**src/rtl/thread_pkg.sv**
```systemverilog
`default_nettype none
// ============================================================================
// Module      : thread_pkg
// Description : Shared types, constants and helpers for the per-thread PC
//               bank and fetch scheduler.
//               - tid_t     : thread-id type, wide enough for 16 threads
//               - c_PC_INCR : default sequential PC increment
//               - reset_pc  : reset PC of thread idx (base + idx*stride)
// Revision    : 1.0 - initial release
// ============================================================================
package thread_pkg;

    localparam int unsigned c_MAX_TID_W = 4;
    localparam int unsigned c_PC_INCR   = 4;

    typedef logic [c_MAX_TID_W-1:0] tid_t;

    // Full 64-bit result; the caller truncates to its PC width.
    function automatic logic [63:0] reset_pc(
        input logic [63:0] base,
        input logic [63:0] stride,
        input int unsigned idx
    );
        return base + stride * 64'(idx);
    endfunction

endpackage
`default_nettype wire

```
**src/rtl/rr_thread_arbiter.sv**
```systemverilog
`default_nettype none
// ============================================================================
// Module      : rr_thread_arbiter
// Description : Combinational round-robin search. Finds the first set bit of
//               i_mask visiting i_ptr+1, i_ptr+2, ... (wrapping), with i_ptr
//               itself visited last.
// Ports       : i_ptr      - current pointer (must be < NUM_THREADS)
//               i_mask     - candidate mask
//               o_found    - at least one candidate exists
//               o_next_tid - selected thread (i_ptr when nothing is found)
// Revision    : 1.0 - initial release
// ============================================================================
module rr_thread_arbiter #(
    parameter int unsigned NUM_THREADS = 5,
    parameter int unsigned TID_W       = 3
) (
    input  logic [TID_W-1:0]       i_ptr,
    input  logic [NUM_THREADS-1:0] i_mask,
    output logic                   o_found,
    output logic [TID_W-1:0]       o_next_tid
);

    // Every candidate j gets a distance from the pointer in search order
    // (i_ptr+1 -> 0, ..., i_ptr -> NUM_THREADS-1); the smallest active one wins.
    always_comb begin
        int w_best_d;
        int w_d;
        o_found    = 1'b0;
        o_next_tid = i_ptr;
        w_best_d   = int'(NUM_THREADS);
        w_d        = 0;
        for (int j = 0; j < int'(NUM_THREADS); j++) begin
            if (j > int'(i_ptr)) begin
                w_d = j - int'(i_ptr) - 1;
            end else begin
                w_d = j + int'(NUM_THREADS) - int'(i_ptr) - 1;
            end
            if (i_mask[j] && (w_d < w_best_d)) begin
                w_best_d   = w_d;
                o_found    = 1'b1;
                o_next_tid = TID_W'(j);
            end
        end
    end

endmodule
`default_nettype wire

```
**src/rtl/thread_pc_sched.sv**
```systemverilog
`default_nettype none
// ============================================================================
// Module      : thread_pc_sched
// Description : Per-hardware-thread PC bank with an integrated round-robin
//               fetch scheduler for a barrel-style multithreaded front end.
//               Optional macro THREAD_PRIO_EN adds a priority override
//               (prio_valid / prio_tid) on the scheduling decision.
// Ports       : clk, reset (sync, active-high), en (advance), clear (flush)
//               wr_en/wr_tid/wr_pc          - PC redirect
//               halt_en/halt_tid            - deactivate a thread
//               resume_en/resume_tid        - activate a thread
//               fetch_valid/fetch_tid/fetch_pc - scheduled thread and its PC
//               active_mask                 - per-thread active bits
// Revision    : 1.0 - initial release
// ============================================================================
module thread_pc_sched
    import thread_pkg::*;
#(
    parameter int unsigned     WIDTH       = 32,
    parameter int unsigned     NUM_THREADS = 5,
    parameter longint unsigned BASE_ADDR   = 0,
    parameter longint unsigned STRIDE      = 400,
    parameter int unsigned     PC_INCR     = c_PC_INCR,
    localparam int unsigned    TID_W       = $clog2(NUM_THREADS)
) (
    input  logic                   clk,
    input  logic                   reset,
    input  logic                   en,
    input  logic                   clear,
    input  logic                   wr_en,
    input  logic [TID_W-1:0]       wr_tid,
    input  logic [WIDTH-1:0]       wr_pc,
    input  logic                   halt_en,
    input  logic [TID_W-1:0]       halt_tid,
    input  logic                   resume_en,
    input  logic [TID_W-1:0]       resume_tid,
    output logic                   fetch_valid,
    output logic [TID_W-1:0]       fetch_tid,
    output logic [WIDTH-1:0]       fetch_pc,
    output logic [NUM_THREADS-1:0] active_mask
`ifdef THREAD_PRIO_EN
    ,
    input  logic                   prio_valid,
    input  logic [TID_W-1:0]       prio_tid
`endif
);

    logic [NUM_THREADS-1:0]            r_active;
    logic [TID_W-1:0]                  r_cur_tid;
    logic                              r_fetch_valid;

    logic                              w_issue;
    logic [NUM_THREADS-1:0]            w_active_nxt;
    logic                              w_cur_active_nxt;
    logic [TID_W-1:0]                  w_arb_ptr;
    logic                              w_found;
    logic [TID_W-1:0]                  w_rr_tid;
    logic [TID_W-1:0]                  w_sched_tid;
    logic [NUM_THREADS-1:0][WIDTH-1:0] w_pc;

    assign w_issue = en && r_fetch_valid;

    // Next-cycle active mask: halt then resume, so resume wins a tie.
    // Out-of-range tids match no bit and are therefore ignored.
    always_comb begin
        w_active_nxt     = r_active;
        w_cur_active_nxt = 1'b0;
        for (int j = 0; j < int'(NUM_THREADS); j++) begin
            if (halt_en && (halt_tid == TID_W'(j))) begin
                w_active_nxt[j] = 1'b0;
            end
            if (resume_en && (resume_tid == TID_W'(j))) begin
                w_active_nxt[j] = 1'b1;
            end
        end
        for (int j = 0; j < int'(NUM_THREADS); j++) begin
            if (r_cur_tid == TID_W'(j)) begin
                w_cur_active_nxt = w_active_nxt[j];
            end
        end
    end

    // On clear the search must start at thread 0; pointing the arbiter at
    // the last thread makes thread 0 the first candidate.
    assign w_arb_ptr = clear ? TID_W'(NUM_THREADS - 1) : r_cur_tid;

    rr_thread_arbiter #(
        .NUM_THREADS (NUM_THREADS),
        .TID_W       (TID_W)
    ) u_arb (
        .i_ptr      (w_arb_ptr),
        .i_mask     (w_active_nxt),
        .o_found    (w_found),
        .o_next_tid (w_rr_tid)
    );

`ifdef THREAD_PRIO_EN
    always_comb begin
        w_sched_tid = w_rr_tid;
        for (int j = 0; j < int'(NUM_THREADS); j++) begin
            if (prio_valid && (prio_tid == TID_W'(j)) && w_active_nxt[j]) begin
                w_sched_tid = prio_tid;
            end
        end
    end
`else
    assign w_sched_tid = w_rr_tid;
`endif

    always_ff @(posedge clk) begin
        if (reset) begin
            r_active      <= '1;
            r_cur_tid     <= '0;
            r_fetch_valid <= 1'b1;
        end else begin
            r_active <= w_active_nxt;
            if (clear) begin
                r_fetch_valid <= w_found;
                r_cur_tid     <= w_found ? w_rr_tid : '0;
            end else if (!r_fetch_valid || w_issue) begin
                // Idle recovery ignores en; a normal issue advances.
                r_fetch_valid <= w_found;
                if (w_found) begin
                    r_cur_tid <= w_sched_tid;
                end
            end else begin
                // Stalled: pointer holds; fetch drops if its thread was halted
                // so the idle path reschedules on the following cycle.
                r_fetch_valid <= w_cur_active_nxt;
            end
        end
    end

    generate
        for (genvar i = 0; i < NUM_THREADS; i++) begin : g_pc
            localparam logic [WIDTH-1:0] c_RST_PC =
                WIDTH'(reset_pc(64'(BASE_ADDR), 64'(STRIDE), i));
            logic [WIDTH-1:0] r_pc;

            always_ff @(posedge clk) begin
                if (reset || clear) begin
                    r_pc <= c_RST_PC;
                end else if (wr_en && (wr_tid == TID_W'(i))) begin
                    r_pc <= wr_pc;
                end else if (w_issue && (r_cur_tid == TID_W'(i))) begin
                    r_pc <= r_pc + WIDTH'(PC_INCR);
                end
            end

            assign w_pc[i] = r_pc;
        end
    endgenerate

    always_comb begin
        fetch_pc = '0;
        for (int j = 0; j < int'(NUM_THREADS); j++) begin
            if (r_cur_tid == TID_W'(j)) begin
                fetch_pc = w_pc[j];
            end
        end
    end

    assign fetch_valid = r_fetch_valid;
    assign fetch_tid   = r_cur_tid;
    assign active_mask = r_active;

endmodule
`default_nettype wire

```
**config.mk**
```make
export PLATFORM = sky130hd
export DESIGN_NAME = thread_pc_sched
export DESIGN_NICKNAME = d
export VERILOG_FILES = /design/src/rtl/thread_pkg.sv /design/src/rtl/rr_thread_arbiter.sv /design/src/rtl/thread_pc_sched.sv
export SDC_FILE = /design/constraint.sdc
export NUM_CORES = 1
export LEC_CHECK = 0
export CORE_MARGIN = 2
export CORE_UTILIZATION = 59
export CTS_CLUSTER_DIAMETER = 30
export DETAILED_ROUTE_END_ITERATION = 7
export GPL_TIMING_DRIVEN = 0
export HOLD_SLACK_MARGIN = 0.1
export MAX_ROUTING_LAYER = met4
export PLACE_DENSITY = 0.8
export SLEW_MARGIN = 10
export SYNTH_ARGS = -nofsm -noshare
export SYNTH_HDL_FRONTEND = slang
export SYNTH_SLANG_ARGS = --single-unit
```
**constraint.sdc**
```tcl
create_clock -name clk -period 16.6 [get_ports clk]
set_clock_uncertainty 0.05 [all_clocks]
set_input_delay 2.49 -clock clk [delete_from_list [all_inputs] [get_ports clk]]
set_output_delay 2.49 -clock clk [all_outputs]
set_load 0.03 [all_outputs]
```
==> impl_metrics.ini, run 1 <==
[worst_setup_path]
cp_slowest_cell = or4b_2
r2r_slack_ns = 2.67
end_kind = flop
startpoint = clear
crit_type = in2reg
worstSetupStartpointType = primary input
crit_top_cell = ha_1
reg2reg_depth = 55
cp.arrival_ns = 15.92
regToRegEndpoint = fetch_tid[1]
crit_required_ns = 16.85
setup.worst_path.end = fetch_tid[1]
max_stage_delay_ns = 0.61
worst-path-max-fanout = 10
r2r-start = fetch_tid[1]

[detailed_routing]
wl_per_cell_um = 19.5
first_pass_iters = 6
num_vias = 13000
drc = 0
drtIter0Drc = 1260
drt-total-wl_um = 40500
drt-vias-per-instance = 6.26
antenna_left = 0

[power_and_ir_drop]
power_leakage_uw = 0.00562
seqPwrFrac = 0.198
ir_worst_vdd_mv = 0.0854
p_int_uw = 1200
pwr-share-clk = 0.198
switching_share = 0.444
switchingPower_uw = 958
power_density_nw_per_um2 = 142
pwr-share-comb = 0.604

[synth]
synth_flop_cell = dfxtp_1
synth_top_cell_area_share = 0.257
synth_area_um2 = 13100
synthSimpleGateAreaFrac = 0.228
synth-edff-count = 0
ys_types = 76
ys_async_sr_fraction = 0
synth_top_area_cell = dfxtp_1
synth_compound_area_frac = 0.194
synth_adder_area_share = 0.108
synthTopCellsByArea = dfxtp_1 (26%), ha_1 (11%), a211oi_1 (6.5%), nor2_1 (5.9%), xor2_1 (5.7%)
ys_ff_latch = 169
synth_cells = 1658
yosysSeqAreaShare = 0.257
synth-xor-area-share = 0.0779
yosys-mux-area-fraction = 0.0798
ys_warn_count = 0
synth_top_family_by_area = simple AND/OR/NAND/NOR gates
avgSynthCellArea_um2 = 7.93

[global_route]
grt_max_degree = 17
top_usage_layer = met2
antenna_found_initial = 0
use_met1 = 0.427
met2_usage = 0.582
grt_pass1_wl_um = 64200
grt_overflow = 0
grt_pass1_vias = 12300
met3_usage = 0.0456
grt_usage = 0.349

[floorplanning]
die_area_um2 = 23500
num_io_pins = 89
die_h_um = 153
initial_core_util = 0.602
coreArea_um2 = 21800
die_w_um = 153
fp-row-count = 54

[timing]
finalHoldViolCount = 0
period_share = 0.944
tightest_slew_ns = 0.978
relSlewSlack = 0.342
fmax_mhz = 63.8
maxSlewViolCount = 0
grt_setup_unrepaired = false
fin_crit_ns = 15.67
setup_violations = 0
hold_ws_ns = 0.460

[finish]
area_growth_pct = 15.6
antennaDiodeCount = 0
drive_above_1_share = 0.0680
final_cells = 2073
fin_nets = 1941

[clock_network]
clk_pin_slew_ns = 0.07
cts.path.max_buffers = 2
cts-htree-levels = 4
cts.sinks = 169
clock-root-buffer = clkbuf_16
numCtsBuffers = 17
cts_tree = done
clk_latency_ns = 0.44

[status]
outcome = completed

[flow_run]
drv_cap = 0

[placement]
io_buffers = 88
place.gp.congestion = 1.02
dpl.cell_count = 2034
dp_hpwl_um = 32000

[hold_path]
hold_class = reg2reg
## registers in the layout, indices dropped and copies added, names as in the netlist
| register | flops |
|---|---|
| fetch_valid | 1 |
| fetch_tid | 3 |
| active_mask | 5 |
| g_pc.r_pc | 160 |
## logic make-up after synthesis
kind of cell	Yosys count
simple gates	633
compound gates	377
buf+inv	185
flops	169
xor+xnor	117
fa+ha+maj	113
mux	63
other cells	1
## metrics by stage
| stage | cell area, um^2 | utilization | worst slack (ns) | total power (uW) | TNS [ns] |
|---|---|---|---|---|---|
| floorplan | 13200 | - | 2.14 | 1370 | 0 |
| global placement | 14400 | 0.660 | -0.236 | 1650 | -0.706 |
| detailed placement | 14400 | 0.660 | -0.576 | 1680 | -2.07 |
| CTS | 15000 | 0.689 | 0.111 | 2110 | 0 |
| global route | 15200 | 0.696 | 0.196 | 2310 | 0 |
| finish | 15200 | 0.696 | 0.929 | 2160 | 0 |
## synth_stat cells, drive strengths merged, types with 26 or more instances
library cell / count
nor2: 208
nand2: 171
dfxtp: 169
a211oi: 114
ha: 112
inv: 104
o21ai: 102
xor2: 85
nand3: 71
clkbuf: 68
a21oi: 43
nand4: 34
or3: 34
mux4: 33
and3: 32
xnor2: 32
a21o: 26
## power groups by stage
stage | Clock (uW) | Combinational [uW] | Sequential (uW)
after floorplan | 0 | 930 | 439
final | 427 | 1300 | 427
after global placement | 0 | 1220 | 435
after CTS | 426 | 1260 | 427
after global routing | 444 | 1430 | 428
after detailed placement | 0 | 1250 | 435
## how the worst min path moves through the flow
| stage | startpoint | endpoint | slack [ns] | cells past startpoint |
|---|---|---|---|---|
| 2_1_floorplan | g_pc[2].r_pc[0] | g_pc[2].r_pc[0] | 0.41 | 2 |
| 3_3_place_gp | g_pc[0].r_pc[0] | g_pc[0].r_pc[0] | 0.43 | 2 |
| 3_5_place_dp | g_pc[4].r_pc[1] | g_pc[4].r_pc[1] | 0.44 | 2 |
| 4_1_cts | g_pc[4].r_pc[1] | g_pc[4].r_pc[1] | 0.46 | 2 |
| 5_1_grt | g_pc[1].r_pc[1] | g_pc[1].r_pc[1] | 0.49 | 2 |
| 6_report | g_pc[4].r_pc[1] | g_pc[4].r_pc[1] | 0.46 | 2 |
## timing repair
| item | 4_1_cts | 5_1_grt |
|---|---|---|
| setup endpoints to repair | 4 | 4 |
| gates resized for setup | 1 | 22 |
| pin swaps | 0 | 1 |
| setup buffers | 0 | 9 |
| hold buffers | 0 | 0 |
## metal layers
layer  vias up  wire (um)
met4         0       1660
met1      6074      16300
met3       104       3190
met2       556      19400
li1       6239          -
met5         -          0
## critical path, delay by kind of cell
kind | cells | cell delay [ns]
AO/OA/AOI/OAI | 23 | 4.87
AND/OR/NAND/NOR | 16 | 4.75
buffers and inverters | 10 | 1.98
adder cells (fa/ha/maj) | 6 | 1.80
## cells in the final DEF (no fill, tap or decap), drive strengths merged, types with 25 or more instances in the layout
cell | synthesis | routed
and3 | 32 | 32
a21o | 26 | 26
dfxtp | 169 | 169
mux4 | 33 | 33
clkdlybuf4s50 | 0 | 87
nand4 | 34 | 34
nand3 | 71 | 71
xnor2 | 32 | 32
a21oi | 43 | 43
nand2 | 171 | 171
a311oi | 25 | 25
clkbuf | 68 | 84
a211oi | 114 | 114
ha | 112 | 112
xor2 | 85 | 85
inv | 104 | 105
o21ai | 102 | 102
nor2 | 208 | 208
or3 | 34 | 34
mux2i | 25 | 25
## layout make-up
cell class / instances / area [um^2]
multi-input cells: 1312 / 9170
well taps: 280 / 350
clock buffers: 17 / 425
repair buffers: 97 / 951
inverters: 105 / 402
fillers: 1741 / 6630
clock inverters: 15 / 199
flip-flops and latches: 169 / 3380
plain buffers: 78 / 314
Note: power is estimated with default switching activity, not from simulation.
==> inputs of run 2 (changes only) <==
--- a/config.mk
+++ b/config.mk
@@ -5,8 +5,10 @@
 export SDC_FILE = /design/constraint.sdc
 export NUM_CORES = 1
 export LEC_CHECK = 0
+export CAP_MARGIN = 20
 export CORE_MARGIN = 2
 export CORE_UTILIZATION = 59
+export CTS_BUF_LIST = sky130_fd_sc_hd__clkbuf_16
 export CTS_CLUSTER_DIAMETER = 30
 export DETAILED_ROUTE_END_ITERATION = 7
 export GPL_TIMING_DRIVEN = 0
==> constraint.sdc (replaced) <==
create_clock -name clk -period 19.2 [get_ports clk]
set_clock_uncertainty 0.05 [all_clocks]
set_input_delay 2.88 -clock clk [delete_from_list [all_inputs] [get_ports clk]]
set_output_delay 2.88 -clock clk [all_outputs]
set_load 0.03 [all_outputs]
==> impl_metrics.ini, run 2 (synthesis results as in run 1) <==
[status]
outcome = completed

[worst_setup_path]
path_buf_inv = 8
crit_top_cell = ha_1
r2r_slack_ns = 4.40
max_stage_delay_ns = 0.63
crit_type = in2reg
worstSetupStartpointType = primary input
path_depth = 56
reg2reg_depth = 56
cp.arrival_ns = 17.53
worst-path-max-fanout = 11
end_kind = flop
cp_top_family = compound AO/OA/AOI/OAI gates
crit_required_ns = 19.46
cp_slowest_cell = or4b_2

[global_route]
grt_overflow = 0
antenna_found_initial = 0
grt_pass1_vias = 12400
grt_pass1_wl_um = 63400
grt_max_degree = 17
grt_usage = 0.346

[detailed_routing]
drc = 0
num_vias = 13000
antenna_left = 0
wl_per_cell_um = 19.4
drt-vias-per-instance = 6.29
drt-total-wl_um = 40100
drtIter0Drc = 1131
first_pass_iters = 6

[placement]
io_buffers = 88
dp_hpwl_um = 32000
place.gp.congestion = 1.02
dpl.cell_count = 2036

[timing]
setup_violations = 0
tightest_slew_ns = 0.924
hold_ws_ns = 0.457
fmax_mhz = 57.9
grt_setup_unrepaired = false
fin_crit_ns = 17.27
relSlewSlack = 0.378
fin_tns_setup_ns = 0
maxSlewViolCount = 0
finalHoldViolCount = 0
period_share = 0.900

[power_and_ir_drop]
ir_worst_vdd_mv = 0.0766
power_density_nw_per_um2 = 120
fin_total_pwr_uw = 1800
power_leakage_uw = 0.00554

[clock_network]
cts_tree = done
ctsResizeCount = 0
cts.sinks = 169
hold_buffers = 0
clk_pin_slew_ns = 0.07
clk_latency_ns = 0.44
post_cts_buffers = 0
cts-htree-levels = 4
clock-root-buffer = clkbuf_16
numCtsBuffers = 17
cts.path.max_buffers = 2

[finish]
largest_reg_flops = 160
drive_above_1_share = 0.0537
largest_register = g_pc.r_pc
area_growth_pct = 14.0
final_common_cell = nor2_1
layout_common_cells = nor2_1 (208), nand2_1 (171), dfxtp_1 (169), a211oi_1 (114), ha_1 (112)
final_cells = 2068
antennaDiodeCount = 0
fin_nets = 1936

[hold_path]
whs_path_depth = 2
hold_class = reg2reg

[floorplanning]
num_io_pins = 89
die_w_um = 153
coreArea_um2 = 21800
initial_core_util = 0.602
fp-row-count = 54
die_h_um = 153
die_area_um2 = 23500

[flow_run]
drv_cap = 0
==> run 2: cell types whose count changed in the layout (fill, tap and decap cells not counted), sizes merged <==
cell / before / now
inv: 105 / 108
bufinv: 4 / 1
buf: 20 / 14
dlymetal6s2s: 1 / 0
clkdlybuf4s50: 87 / 88
clkbuf: 84 / 85
clkinv: 4 / 6
clkinvlp: 7 / 5
==> run 2: through the flow <==
step	setup slack, ns	cell area, um^2	util
after detailed placement	1.64	14400	0.661
final	1.93	15000	0.687
after CTS	2.07	15000	0.687
after global placement	1.97	14400	0.660
after floorplan	4.35	13200	-
after global routing	0.838	15000	0.687
==> run 2: layer usage <==
| layer | track usage | wire length (um) | vias up |
|---|---|---|---|
| met5 | - | 0 | - |
| met4 | 0.159 | 1690 | 0 |
| met3 | 0.0493 | 3340 | 103 |
| met2 | 0.572 | 19100 | 573 |
| met1 | 0.418 | 15900 | 6112 |
| li1 | - | - | 6226 |
==> run 2: final cells by class <==
type	instances	area, um^2
plain buffers	80	319
clock buffers	17	425
clock inverters	15	143
fillers	1807	6840
inverters	105	394
multi-input cells	1312	9080
flip-flops and latches	169	3380
well taps	280	350
repair buffers	90	891
==> run 2: where the power goes <==
part / total (uW) / switching (uW) / internal [uW] / leakage [uW]
clock network: 338 / 158 / 180 / 0.000263
logic: 1100 / 652 / 444 / 0.00391
registers: 369 / 9.96 / 359 / 0.00137
total: 1800 / 819 / 984 / 0.00554
==> run 2: worst paths after layout <==
path,startpoint,endpoint
min,g_pc[4].r_pc[1],g_pc[4].r_pc[1]
max,clear,fetch_tid[1]
min reg2reg,g_pc[4].r_pc[1],g_pc[4].r_pc[1]
max reg2reg,fetch_tid[1],fetch_tid[1]
==> run 2: worst min-delay path, stage by stage, from the launching register on <==
cell and delay, ns:
dfxtp_1 0.33, mux2i_1 0.07, nor2_1 0.07
